===== src/rtl/acc_pkg.sv =====
// Shared types and encodings for the pivot-row request sequencer.
package acc_pkg;

    localparam int DATA_W_DEF = 32;
    localparam int ADDR_W_DEF = 5;

    typedef logic [DATA_W_DEF-1:0] data_t;
    typedef logic [ADDR_W_DEF-1:0] reg_addr_t;

    typedef enum logic [1:0] {
        S_IDLE,
        S_ROW_P,
        S_LOAD_IQ,
        S_ROW_I
    } piv_state_t;

    typedef enum logic {
        OP_MUL    = 1'b0,
        OP_FNMSUB = 1'b1
    } piv_op_t;

endpackage


===== src/rtl/acc_piv_band_cnt.sv =====
// Column iterator within one band: tracks j, derives the in-band offset w,
// optionally skips the pivot column q and flags the last column of the band.
module acc_piv_band_cnt
    import acc_pkg::*;
#(
    parameter int DATA_W = DATA_W_DEF,
    parameter int ADDR_W = ADDR_W_DEF
) (
    input  logic              clk_i,
    input  logic              rst_i,
    input  logic              load_i,
    input  logic [DATA_W-1:0] load_base_i,
    input  logic              load_skip_i,
    input  logic              adv_i,
    input  logic              skip_i,
    input  logic [DATA_W-1:0] base_i,
    input  logic [DATA_W-1:0] end_i,
    input  logic [DATA_W-1:0] q_i,
    output logic [ADDR_W-1:0] w_o,
    output logic              last_o
);

    logic [DATA_W-1:0] j_q, j_d;
    logic [DATA_W-1:0] first;
    logic [DATA_W:0]   nxt1, nxt;

    // One extra bit keeps j+2 from wrapping near the top of the range.
    always_comb begin
        nxt1 = {1'b0, j_q} + (DATA_W+1)'(1);
        nxt  = nxt1;
        if (skip_i && nxt1 == {1'b0, q_i}) begin
            nxt = nxt1 + (DATA_W+1)'(1);
        end
        first = load_base_i;
        if (load_skip_i && load_base_i == q_i) begin
            first = load_base_i + DATA_W'(1);
        end
        j_d = j_q;
        if (load_i) begin
            j_d = first;
        end else if (adv_i) begin
            j_d = nxt[DATA_W-1:0];
        end
    end

    always_ff @(posedge clk_i) begin
        if (rst_i) begin
            j_q <= '0;
        end else begin
            j_q <= j_d;
        end
    end

    assign w_o    = ADDR_W'(j_q - base_i);
    assign last_o = (nxt >= {1'b0, end_i});

endmodule


===== src/rtl/acc_piv_seq.sv =====
// Pivot sequencer: scales the pivot row band-by-band, then issues the
// row-elimination FNMSUB requests for every other row of the same band.
module acc_piv_seq
    import acc_pkg::*;
#(
    parameter int MAX_W  = 32,
    parameter int R      = 2,
    parameter int DATA_W = DATA_W_DEF,
    parameter int ADDR_W = ADDR_W_DEF
) (
    input  logic              clk_i,
    input  logic              rst_i,
    input  logic              start_i,
    input  logic [ADDR_W-1:0] x_s_i,
    input  logic [ADDR_W:0]   w_cfg_i,
    input  logic [DATA_W-1:0] m_i,
    input  logic [DATA_W-1:0] n_i,
    input  logic [DATA_W-1:0] p_i,
    input  logic [DATA_W-1:0] q_i,
    input  logic [DATA_W-1:0] a_pq_inv_i,
    input  logic              fwd_valid_i,
    input  logic [DATA_W-1:0] fwd_data_i,
    output logic              fwd_ready_o,
    output logic [ADDR_W-1:0] raddr_o,
    input  logic [DATA_W-1:0] rdata_i,
    input  logic              rvalid_i,
    output logic              req_valid_o,
    input  logic              req_ready_i,
    output logic              req_op_o,
    output logic [DATA_W-1:0] req_a_o,
    output logic [DATA_W-1:0] req_b_o,
    output logic [DATA_W-1:0] req_c_o,
    output logic [ADDR_W-1:0] req_tag_o,
    output logic              busy_o,
    output logic              done_o,
    output logic              err_o
);

    localparam int RW = (R > 1) ? $clog2(R) : 1;

    piv_state_t        state_q, state_d;
    logic [ADDR_W-1:0] x_s_q;
    logic [ADDR_W:0]   w_q;
    logic [DATA_W-1:0] m_q, n_q, p_q, q_q, inv_q;
    logic [DATA_W-1:0] a_iq_q, a_iq_d;
    logic [DATA_W-1:0] i_q, i_d, base_q, base_d;
    logic [RW-1:0]     r_q, r_d, r_nxt;
    logic              done_q, done_d, err_q, err_d;

    logic              bad, latch, fire, band_done;
    logic              load, load_skip, adv, skip, last;
    logic [DATA_W-1:0] load_base, wd, rem, band_end, first_row;
    logic [DATA_W:0]   ni1, ni;
    logic              row0_ok, row_nxt_ok, more_bands, only_q;
    logic [ADDR_W-1:0] w_cnt;
    piv_op_t           op;

    assign bad = (w_cfg_i == '0) || (int'(w_cfg_i) > MAX_W) ||
                 (int'(x_s_i) + int'(w_cfg_i) + R > (1 << ADDR_W));

    // Band end is min(base+W, N) without forming base+W when it could wrap.
    assign wd         = DATA_W'(w_q);
    assign rem        = n_q - base_q;
    assign more_bands = rem > wd;
    assign band_end   = more_bands ? base_q + wd : n_q;
    assign only_q     = (band_end - base_q == DATA_W'(1)) && (base_q == q_q);

    assign first_row  = (p_q == '0) ? DATA_W'(1) : '0;
    assign row0_ok    = first_row < m_q;
    assign ni1        = {1'b0, i_q} + (DATA_W+1)'(1);
    assign ni         = (ni1 == {1'b0, p_q}) ? ni1 + (DATA_W+1)'(1) : ni1;
    assign row_nxt_ok = ni < {1'b0, m_q};

    assign r_nxt = (int'(r_q) == R - 1) ? '0 : r_q + RW'(1);
    assign skip  = (state_q == S_ROW_I);

    acc_piv_band_cnt #(
        .DATA_W(DATA_W),
        .ADDR_W(ADDR_W)
    ) u_band_cnt (
        .clk_i      (clk_i),
        .rst_i      (rst_i),
        .load_i     (load),
        .load_base_i(load_base),
        .load_skip_i(load_skip),
        .adv_i      (adv),
        .skip_i     (skip),
        .base_i     (base_q),
        .end_i      (band_end),
        .q_i        (q_q),
        .w_o        (w_cnt),
        .last_o     (last)
    );

    always_comb begin
        state_d     = state_q;
        i_d         = i_q;
        base_d      = base_q;
        r_d         = r_q;
        a_iq_d      = a_iq_q;
        done_d      = 1'b0;
        err_d       = 1'b0;
        latch       = 1'b0;
        load        = 1'b0;
        load_base   = base_q;
        load_skip   = 1'b0;
        adv         = 1'b0;
        fire        = 1'b0;
        band_done   = 1'b0;
        fwd_ready_o = 1'b0;
        raddr_o     = '0;
        req_valid_o = 1'b0;
        op          = OP_MUL;
        req_a_o     = '0;
        req_b_o     = '0;
        req_c_o     = '0;
        req_tag_o   = '0;
        unique case (state_q)
            S_IDLE: begin
                if (start_i) begin
                    if (bad) begin
                        err_d = 1'b1;
                    end else begin
                        latch     = 1'b1;
                        i_d       = '0;
                        base_d    = '0;
                        r_d       = '0;
                        load      = 1'b1;
                        load_base = '0;
                        state_d   = S_ROW_P;
                    end
                end
            end
            S_ROW_P: begin
                req_valid_o = fwd_valid_i;
                req_a_o     = fwd_data_i;
                req_b_o     = inv_q;
                req_tag_o   = x_s_q + w_cnt;
                fire        = req_valid_o && req_ready_i;
                fwd_ready_o = fire;
                if (fire) begin
                    adv = 1'b1;
                    if (last) begin
                        if (row0_ok && !only_q) begin
                            i_d     = first_row;
                            state_d = S_LOAD_IQ;
                        end else begin
                            band_done = 1'b1;
                        end
                    end
                end
            end
            S_LOAD_IQ: begin
                fwd_ready_o = fwd_valid_i;
                if (fwd_valid_i) begin
                    a_iq_d    = fwd_data_i;
                    load      = 1'b1;
                    load_skip = 1'b1;
                    state_d   = S_ROW_I;
                end
            end
            S_ROW_I: begin
                raddr_o     = x_s_q + w_cnt;
                req_valid_o = fwd_valid_i && rvalid_i;
                op          = OP_FNMSUB;
                req_a_o     = a_iq_q;
                req_b_o     = rdata_i;
                req_c_o     = fwd_data_i;
                req_tag_o   = x_s_q + w_q[ADDR_W-1:0] + ADDR_W'(r_q);
                fire        = req_valid_o && req_ready_i;
                fwd_ready_o = fire;
                if (fire) begin
                    adv = 1'b1;
                    r_d = r_nxt;
                    if (last) begin
                        if (row_nxt_ok) begin
                            i_d     = ni[DATA_W-1:0];
                            state_d = S_LOAD_IQ;
                        end else begin
                            band_done = 1'b1;
                        end
                    end
                end
            end
            default: state_d = S_IDLE;
        endcase
        if (band_done) begin
            if (more_bands) begin
                base_d    = base_q + wd;
                i_d       = '0;
                load      = 1'b1;
                load_base = base_q + wd;
                state_d   = S_ROW_P;
            end else begin
                done_d  = 1'b1;
                state_d = S_IDLE;
            end
        end
    end

    always_ff @(posedge clk_i) begin
        if (rst_i) begin
            state_q <= S_IDLE;
            x_s_q   <= '0;
            w_q     <= '0;
            m_q     <= '0;
            n_q     <= '0;
            p_q     <= '0;
            q_q     <= '0;
            inv_q   <= '0;
            a_iq_q  <= '0;
            i_q     <= '0;
            base_q  <= '0;
            r_q     <= '0;
            done_q  <= 1'b0;
            err_q   <= 1'b0;
        end else begin
            state_q <= state_d;
            a_iq_q  <= a_iq_d;
            i_q     <= i_d;
            base_q  <= base_d;
            r_q     <= r_d;
            done_q  <= done_d;
            err_q   <= err_d;
            if (latch) begin
                x_s_q <= x_s_i;
                w_q   <= w_cfg_i;
                m_q   <= m_i;
                n_q   <= n_i;
                p_q   <= p_i;
                q_q   <= q_i;
                inv_q <= a_pq_inv_i;
            end
        end
    end

    assign req_op_o = op;
    assign busy_o   = (state_q != S_IDLE);
    assign done_o   = done_q;
    assign err_o    = err_q;

endmodule


===== config.mk =====
export PLATFORM = sky130hd
export DESIGN_NAME = acc_piv_seq
export DESIGN_NICKNAME = d
export VERILOG_FILES = /design/src/rtl/acc_pkg.sv /design/src/rtl/acc_piv_band_cnt.sv /design/src/rtl/acc_piv_seq.sv
export SDC_FILE = /design/constraint.sdc
export NUM_CORES = 1
export LEC_CHECK = 0
export CORE_ASPECT_RATIO = 1.4
export CORE_MARGIN = 3
export CORE_UTILIZATION = 30
export DETAILED_ROUTE_END_ITERATION = 6
export SLEW_MARGIN = 30
export SYNTH_ARGS = -nofsm -noshare
export SYNTH_HDL_FRONTEND = slang
export SYNTH_SLANG_ARGS = --single-unit

===== constraint.sdc =====
create_clock -name clk_i -period 25.5 [get_ports clk_i]
set_clock_uncertainty 0.05 [all_clocks]
set_input_delay 3.825 -clock clk_i [delete_from_list [all_inputs] [get_ports clk_i]]
set_output_delay 3.825 -clock clk_i [all_outputs]
set_load 0.01 [all_outputs]

* Word-level counts from Yosys, hierarchy flattened
Cells that the tools add are included.
** Word-level totals
- Memory bits (writable) :: 0
- Input port bits :: 241
- Word-level logic and storage cells :: 148
- Output and inout bits :: 112
- Register bits :: 304
- ROM bits :: 0
- Latch bits :: 0
- Memories :: 0
** Cells by class
- Div/mod/pow operators :: 0
- Order comparisons :: 6
- Shifts and indexed selects :: 0
- Eq/ne operators :: 20
- Bitwise gates (word level) :: 3
- Muxes and demuxes :: 68
- Add/subtract/negate cells :: 15
- Reduce and logical (&&, ||, !) cells :: 21
- $mul :: 0
** Operators with widths (count)
- 32-bit 2-to-1 mux :: 20
- 32-bit case mux with 2 select lines :: 2
- 32-bit case mux with 3 select lines :: 1
- 32-bit by 1-bit adder with 33-bit output (second input constant) :: 2
- 33-bit by 1-bit adder with 33-bit output (second input constant) :: 2
- 33-bit by 32-bit == test with 1-bit output :: 2
- 33-bit 2-to-1 mux :: 2
- 32-bit == test :: 2
- 32-bit subtractor :: 2
- 33-bit by 32-bit greater-or-equal comparator with 1-bit output :: 1
- 33-bit by 32-bit less-than comparator with 1-bit output :: 1
- 32-bit by 1-bit adder with 32-bit output (second input constant) :: 1
- 32-bit by 6-bit adder with 32-bit output :: 1
- 32-bit by 1-bit == test with 1-bit output (second input constant) :: 1
- 32-bit by 6-bit greater-than comparator with 1-bit output :: 1
- 32-bit zero test :: 1
- 1-bit by 32-bit less-than comparator with 1-bit output :: 1
- 3-bit != test (second input constant) :: 9
- 1-bit 2-to-1 mux :: 24
- 2-bit 2-to-1 mux :: 10
- 5-bit adder :: 2
- 1-bit case mux with 2 select lines :: 5
- 5-bit case mux with 2 select lines :: 1
- 9-bit AND reduction :: 1
- 24 further kinds :: 38

* Logic depth before layout (Yosys ltp)
- Word-level depth :: 17
- Depth in mapped cells :: 46
- Depth with buffers taken out :: 41

* Modules after synthesis
Synthesis repeated with hierarchy kept, for this count alone.
** Unflattened totals
- Cells, all modules :: 3818
- Area, all modules :: 27936.8 µm²
** By module, submodules not included
- acc_piv_seq :: sequential area each 5445.2 µm², times used 1, cells an instance 2866, area each 21061.4 µm²
- acc_piv_band_cnt :: sequential area each 640.6 µm², times used 1, cells an instance 952, area each 6875.3 µm²

* Worst setup path before layout
No wires, ideal clock.
- Path type :: register to register
- From :: reg base_q[1]
- To :: reg u_band_cnt.j_q[12]
- Library setup time :: 0.115 ns
- Path slack :: 15.816 ns
- Arrival time :: 9.519 ns
- Buffers on the path :: 5
- Required time :: 25.335 ns
- Cell stages (with the launch flop) :: 45
- Period minus slack after synthesis :: 9.684 ns
- Path through :: dfxtp_1 -> inv_1 -> ha_1 -> nand2b_1 -> nand2b_1 -> a21oi_1 -> xnor2_1 -> ha_1 -> a21o_1 -> a211oi_1 -> a21oi_1 -> a21oi_1 -> nand3b_1 -> a2111oi_0 -> and4_1 -> nand4_2 -> clkbuf_1 -> clkbuf_1 -> [... 9 more ...] -> or4_1 -> a311oi_1 -> nand4b_1 -> a2111oi_2 -> o211ai_2 -> nand2_4 -> buf_1 -> buf_1 -> clkbuf_1 -> nand2_1 -> o21ai_0 -> ha_1 -> inv_1 -> nor2_1 -> nand2_1 -> or3b_2 -> or4_1 -> and3_1
** Between the ends
- Word-level cells in the longest chain between the ends :: 17
- Elaborated cells on any way between the ends :: 30
- Classes of those cells :: 4 x add/sub; 2 x order compare; 3 x eq/ne; 16 x mux; 5 x reduce/logical
** RTL lines
- from (decl) :: line acc_piv_seq.sv:46 : logic [DATA_W-1:0] i_q, i_d, base_q, base_d;
- from (signal assigned) :: line acc_piv_seq.sv:221 : base_q <= base_d;
- 32-bit subtractor :: line acc_piv_seq.sv:63 : assign rem = n_q - base_q;
- 32-bit by 6-bit greater-than comparator with 1-bit output :: line acc_piv_seq.sv:64 : assign more_bands = rem > wd;
- 32-bit 2-to-1 mux :: line acc_piv_seq.sv:65 : assign band_end = more_bands ? base_q + wd : n_q;
- 32-bit subtractor :: line acc_piv_seq.sv:66 : assign only_q = (band_end - base_q == DATA_W'(1)) && (base_q == q_q);
- 32-bit by 1-bit == test with 1-bit output :: line acc_piv_seq.sv:66
- 1-bit logical AND :: line acc_piv_seq.sv:66
- 1-bit zero test :: line acc_piv_seq.sv:144 : if (row0_ok && !only_q) begin
- 1-bit logical AND :: line acc_piv_seq.sv:144
- 1-bit 2-to-1 mux :: line acc_piv_seq.sv:144
- 1-bit 2-to-1 mux :: line acc_piv_seq.sv:143 : if (last) begin
- 1-bit 2-to-1 mux :: line acc_piv_seq.sv:141 : if (fire) begin
- 1-bit case mux with 2 select lines :: line acc_piv_seq.sv:118 : unique case (state_q)
- 32-bit 2-to-1 mux *
- via base_d[1] :: line acc_piv_seq.sv:46
- branches (longest 2 deep; another with 32-bit by 1-bit adder with 32-bit output)
- 32-bit 2-to-1 mux * :: line acc_piv_band_cnt.sv:35 : if (load_skip_i && load_base_i == q_i) begin
- 32-bit 2-to-1 mux * :: line acc_piv_band_cnt.sv:39 : if (load_i) begin
- to (signal assigned) :: line acc_piv_band_cnt.sv:50 : j_q <= j_d;
- to (decl) :: line acc_piv_band_cnt.sv:23 : logic [DATA_W-1:0] j_q, j_d;
Mark *: on every way through the listed nets, which the timed path passes.
A chain may end at the register's enable or synchronous reset.

* Worst setup path after layout
- From :: reg base_q[1]
- To :: reg u_band_cnt.j_q[21]
** Between the ends
- Word-level cells in the longest chain between the ends :: 17
- Elaborated cells on any way between the ends :: 30
- Classes of those cells :: 4 x add/sub; 2 x order compare; 3 x eq/ne; 16 x mux; 5 x reduce/logical
** RTL lines
- branches (longest 17 deep; another with 32-bit subtractor)
Several ways; the timed one is not identified.

==> flow_summary.ini <==
[final_layout]
final_cell_mix = nand2_1, a21oi_1, clkdlybuf4s50_1, nor2_1, dfxtp_1
drive_above_1_share_pct = 4.97
syn_to_final_growth_pct = 19.2
mostFrequentLayoutCell = nand2_1
nNetsFinal = 4849

[timing]
setup_violations = 0
drv_slew = 0
clock.fmax_ghz = 0.0789
worst_slew_pin_slew_ns = 0.994
rsz0062_at_grt = no
fin_crit_sh_pct = 49.7
hold_viol_final = 0
setup_tns_ns = 0
period_needed_ns = 12.67
holdWs_ns = 0.402
relSlewSlack_pct = 32.0

[global_route]
grt_overflow = 0
met3_usage_pct = 5.09
grt_antenna_before_repair = 6
grt.met2_usage_pct = 50.2
grt_use_total_pct = 29.4
grtUsageMet1_pct = 32.8
grt_max_degree = 103
grt_first_pass_wirelength_mm = 228
grt_pass1_vias = 33010
busiest_layer = met2

[die]
die_h_um = 380
start_util_pct = 30.4
rows = 136
io_pins = 353
die_x_um = 273
die_area_um2 = 104000
core_area_um2 = 98700

[synthesis]
synth_cells = 4286
ys_types = 109
syn_avg_cell_area_um2 = 7.00
synth.ff_latch_count = 304
seq_area_frac_synth_pct = 20.3
synth_warnings = 0
synth_edf_count = 0
synthTopCellsByArea = dfxtp_1, nand2_1, ha_1
synthesis.area_um2 = 30000
synth_largest_area_cell = dfxtp_1
synth_flop_cell = dfxtp_1
async_flop_share_pct = 0
yosysTopAreaCellShare_pct = 20.3
syn_nets = 4697

[power]
vdd_drop_max_mv = 0.0542
p_switching_uw = 548
swShare_pct = 35.7
comb_power_share_pct = 29.2
seqPwrFrac_pct = 33.9
p_leak_uw = 0.0130
p_per_area_nw_per_um2 = 43.0
clockPowerShare_pct = 37.0
internal_power_uw = 989

[worst_setup_path]
cp.depth = 35
ff2ff_path_depth = 35
path_buf_inv = 2
reg2reg_to = u_band_cnt.j_q[21]
crit_required_ns = 25.90
r2r_slack_ns = 12.83
crit_arrival_ns = 13.07
crit_family = simple AND/OR/NAND/NOR gates
end_kind = flip-flop
cp_max_fo = 37
slowest_delay_ns = 0.90
cp_common_cell = nor2_1
crit_slowest_cell = a2111oi_0
reg2reg_from = base_q[1]
startpoint_type = flip-flop
critical_path_class = flip-flop to flip-flop

[clock_tree]
hold_buffers = 0
cts_made_buffers = 39
cts_tree = done
path_clk_slew_ns = 0.06
cts_sinks = 304
htreeDepth = 2
cts_resized = 0
cts_buffer_depth = 3
post_cts_buffers = 0
clk_latency_ns = 0.60
cts-root-buf = clkbuf_16

[min_path]
whs_path_depth = 2
holdCritPathClass = flip-flop to flip-flop
holdCritStartpoint = a_iq_q[14]
hold_end = a_iq_q[14]

[placement]
port_buffers = 352
dpl.hpwl_mm = 127
place_congestion = 1.06

[detailed_routing]
detail_route.first_pass.iterations = 5
vias = 34121
drc = 0
drtIter0Drc = 3113
drtAntennaViolNets = 0
routedWlPerCell_um = 27.6
wirelength_mm = 160
viasPerCell = 5.90

[outcome]
status = finished clean

[job]
maxCapViolCount = 0
==> power groups by stage <==
stage               clock (uW)  combinational (uW)  sequential [uW]
finish                     568                 448              520
global route               599                 479              521
CTS                        583                 438              519
detailed placement           0                 436              530
global placement             0                 438              530
floorplan                    0                 273              510
==> cells by family (layout without fill, tap and decap cells) <==
kind of cell / Yosys count / in the layout / synth area share [%]
AND/OR/NAND/NOR: 1918 / 1918 / 31.9
AO/OA/AOI/OAI: 1029 / 1029 / 22.1
buffers and inverters: 476 / 655 / 6.31
flip-flops: 304 / 304 / 20.3
XOR/XNOR: 283 / 283 / 8.53
adder cells (fa/ha/maj): 171 / 171 / 7.37
multiplexers: 105 / 105 / 3.53
other: 0 / 5 / 0
==> worst min-delay path, delay by kind of cell (launching register included) <==
kind | cells | cell delay (ns)
AO/OA/AOI/OAI | 1 | 0.05
flip-flops | 1 | 0.31
AND/OR/NAND/NOR | 1 | 0.05
==> registers in the layout, summed over array words and instances, names as in the netlist, 5 cells and up, named ones only <==
signal          cells
u_band_cnt.j_q     32
x_s_q               5
inv_q              32
base_q             32
q_q                32
a_iq_q             32
m_q                32
i_q                32
w_q                 6
n_q                32
p_q                32
==> cells in the mapped netlist (12+ instances only) <==
cell type and instances:
nor3b_1 19, mux2i_1 98, nand3_1 123, o32ai_1 12, o21a_1 22, nor3_1 106, o21bai_1 12, nor2b_1 113
and3_1 72, o21ai_1 12, nand4b_1 12, ha_1 160, a31oi_1 45, nor4_1 78, a22oi_1 48, a211oi_1 35
xnor2_1 181, o211ai_1 37, clkbuf_1 225, or2_2 15, or3_1 37, xor2_1 96, a21o_1 66, nand2_1 694
and2_1 23, a2111oi_0 19, o211a_1 12, a21oi_1 393, nand4_1 119, o21ai_0 126, nand3b_1 12, o2111ai_1 20
inv_1 164, buf_1 18, and4_1 24, or4_1 28, a21boi_0 15, nor2_1 333, dfxtp_1 304, nor4b_1 14
nand2b_1 44, o22ai_1 28, buf_2 50
==> how the worst max path moves through the flow <==
stage          startpoint            endpoint
2_1_floorplan   base_q[1]  u_band_cnt.j_q[12]
3_3_place_gp    base_q[1]  u_band_cnt.j_q[23]
3_5_place_dp    base_q[1]  u_band_cnt.j_q[21]
4_1_cts         base_q[1]  u_band_cnt.j_q[21]
5_1_grt         base_q[1]  u_band_cnt.j_q[21]
6_report        base_q[1]  u_band_cnt.j_q[21]
==> stage by stage <==
stage                     total power, uW  cells  setup slack [ns]  area (um2)  utilization, %
final                                1540   5781             12.83       35800            36.3
after global routing                 1600   5779             12.03       35800            36.3
after CTS                            1540   5776             13.18       35700            36.2
after detailed placement              965   5708             13.21       34500            34.9
after global placement                967   5708             13.32       34400            34.9
after floorplan                       783   4286             15.82       30000               -
==> cell type report <==
type	instances	area (um2)
sequential	304	6090
inverter	171	642
clock inverter	15	134
multi-input combinational	3506	22100
clock buffer	53	1130
tap	1311	1640
fill	10574	62900
antenna	5	12.5
timing repair buffer	416	4020
==> routing by layer <==
metal  up-vias  routed length [um]
met1     16193               59100
met4         0               13700
met3       563               10900
li1      15679                   -
met5         -                   0
met2      1686               76000
(Power assumes the default switching activity.)
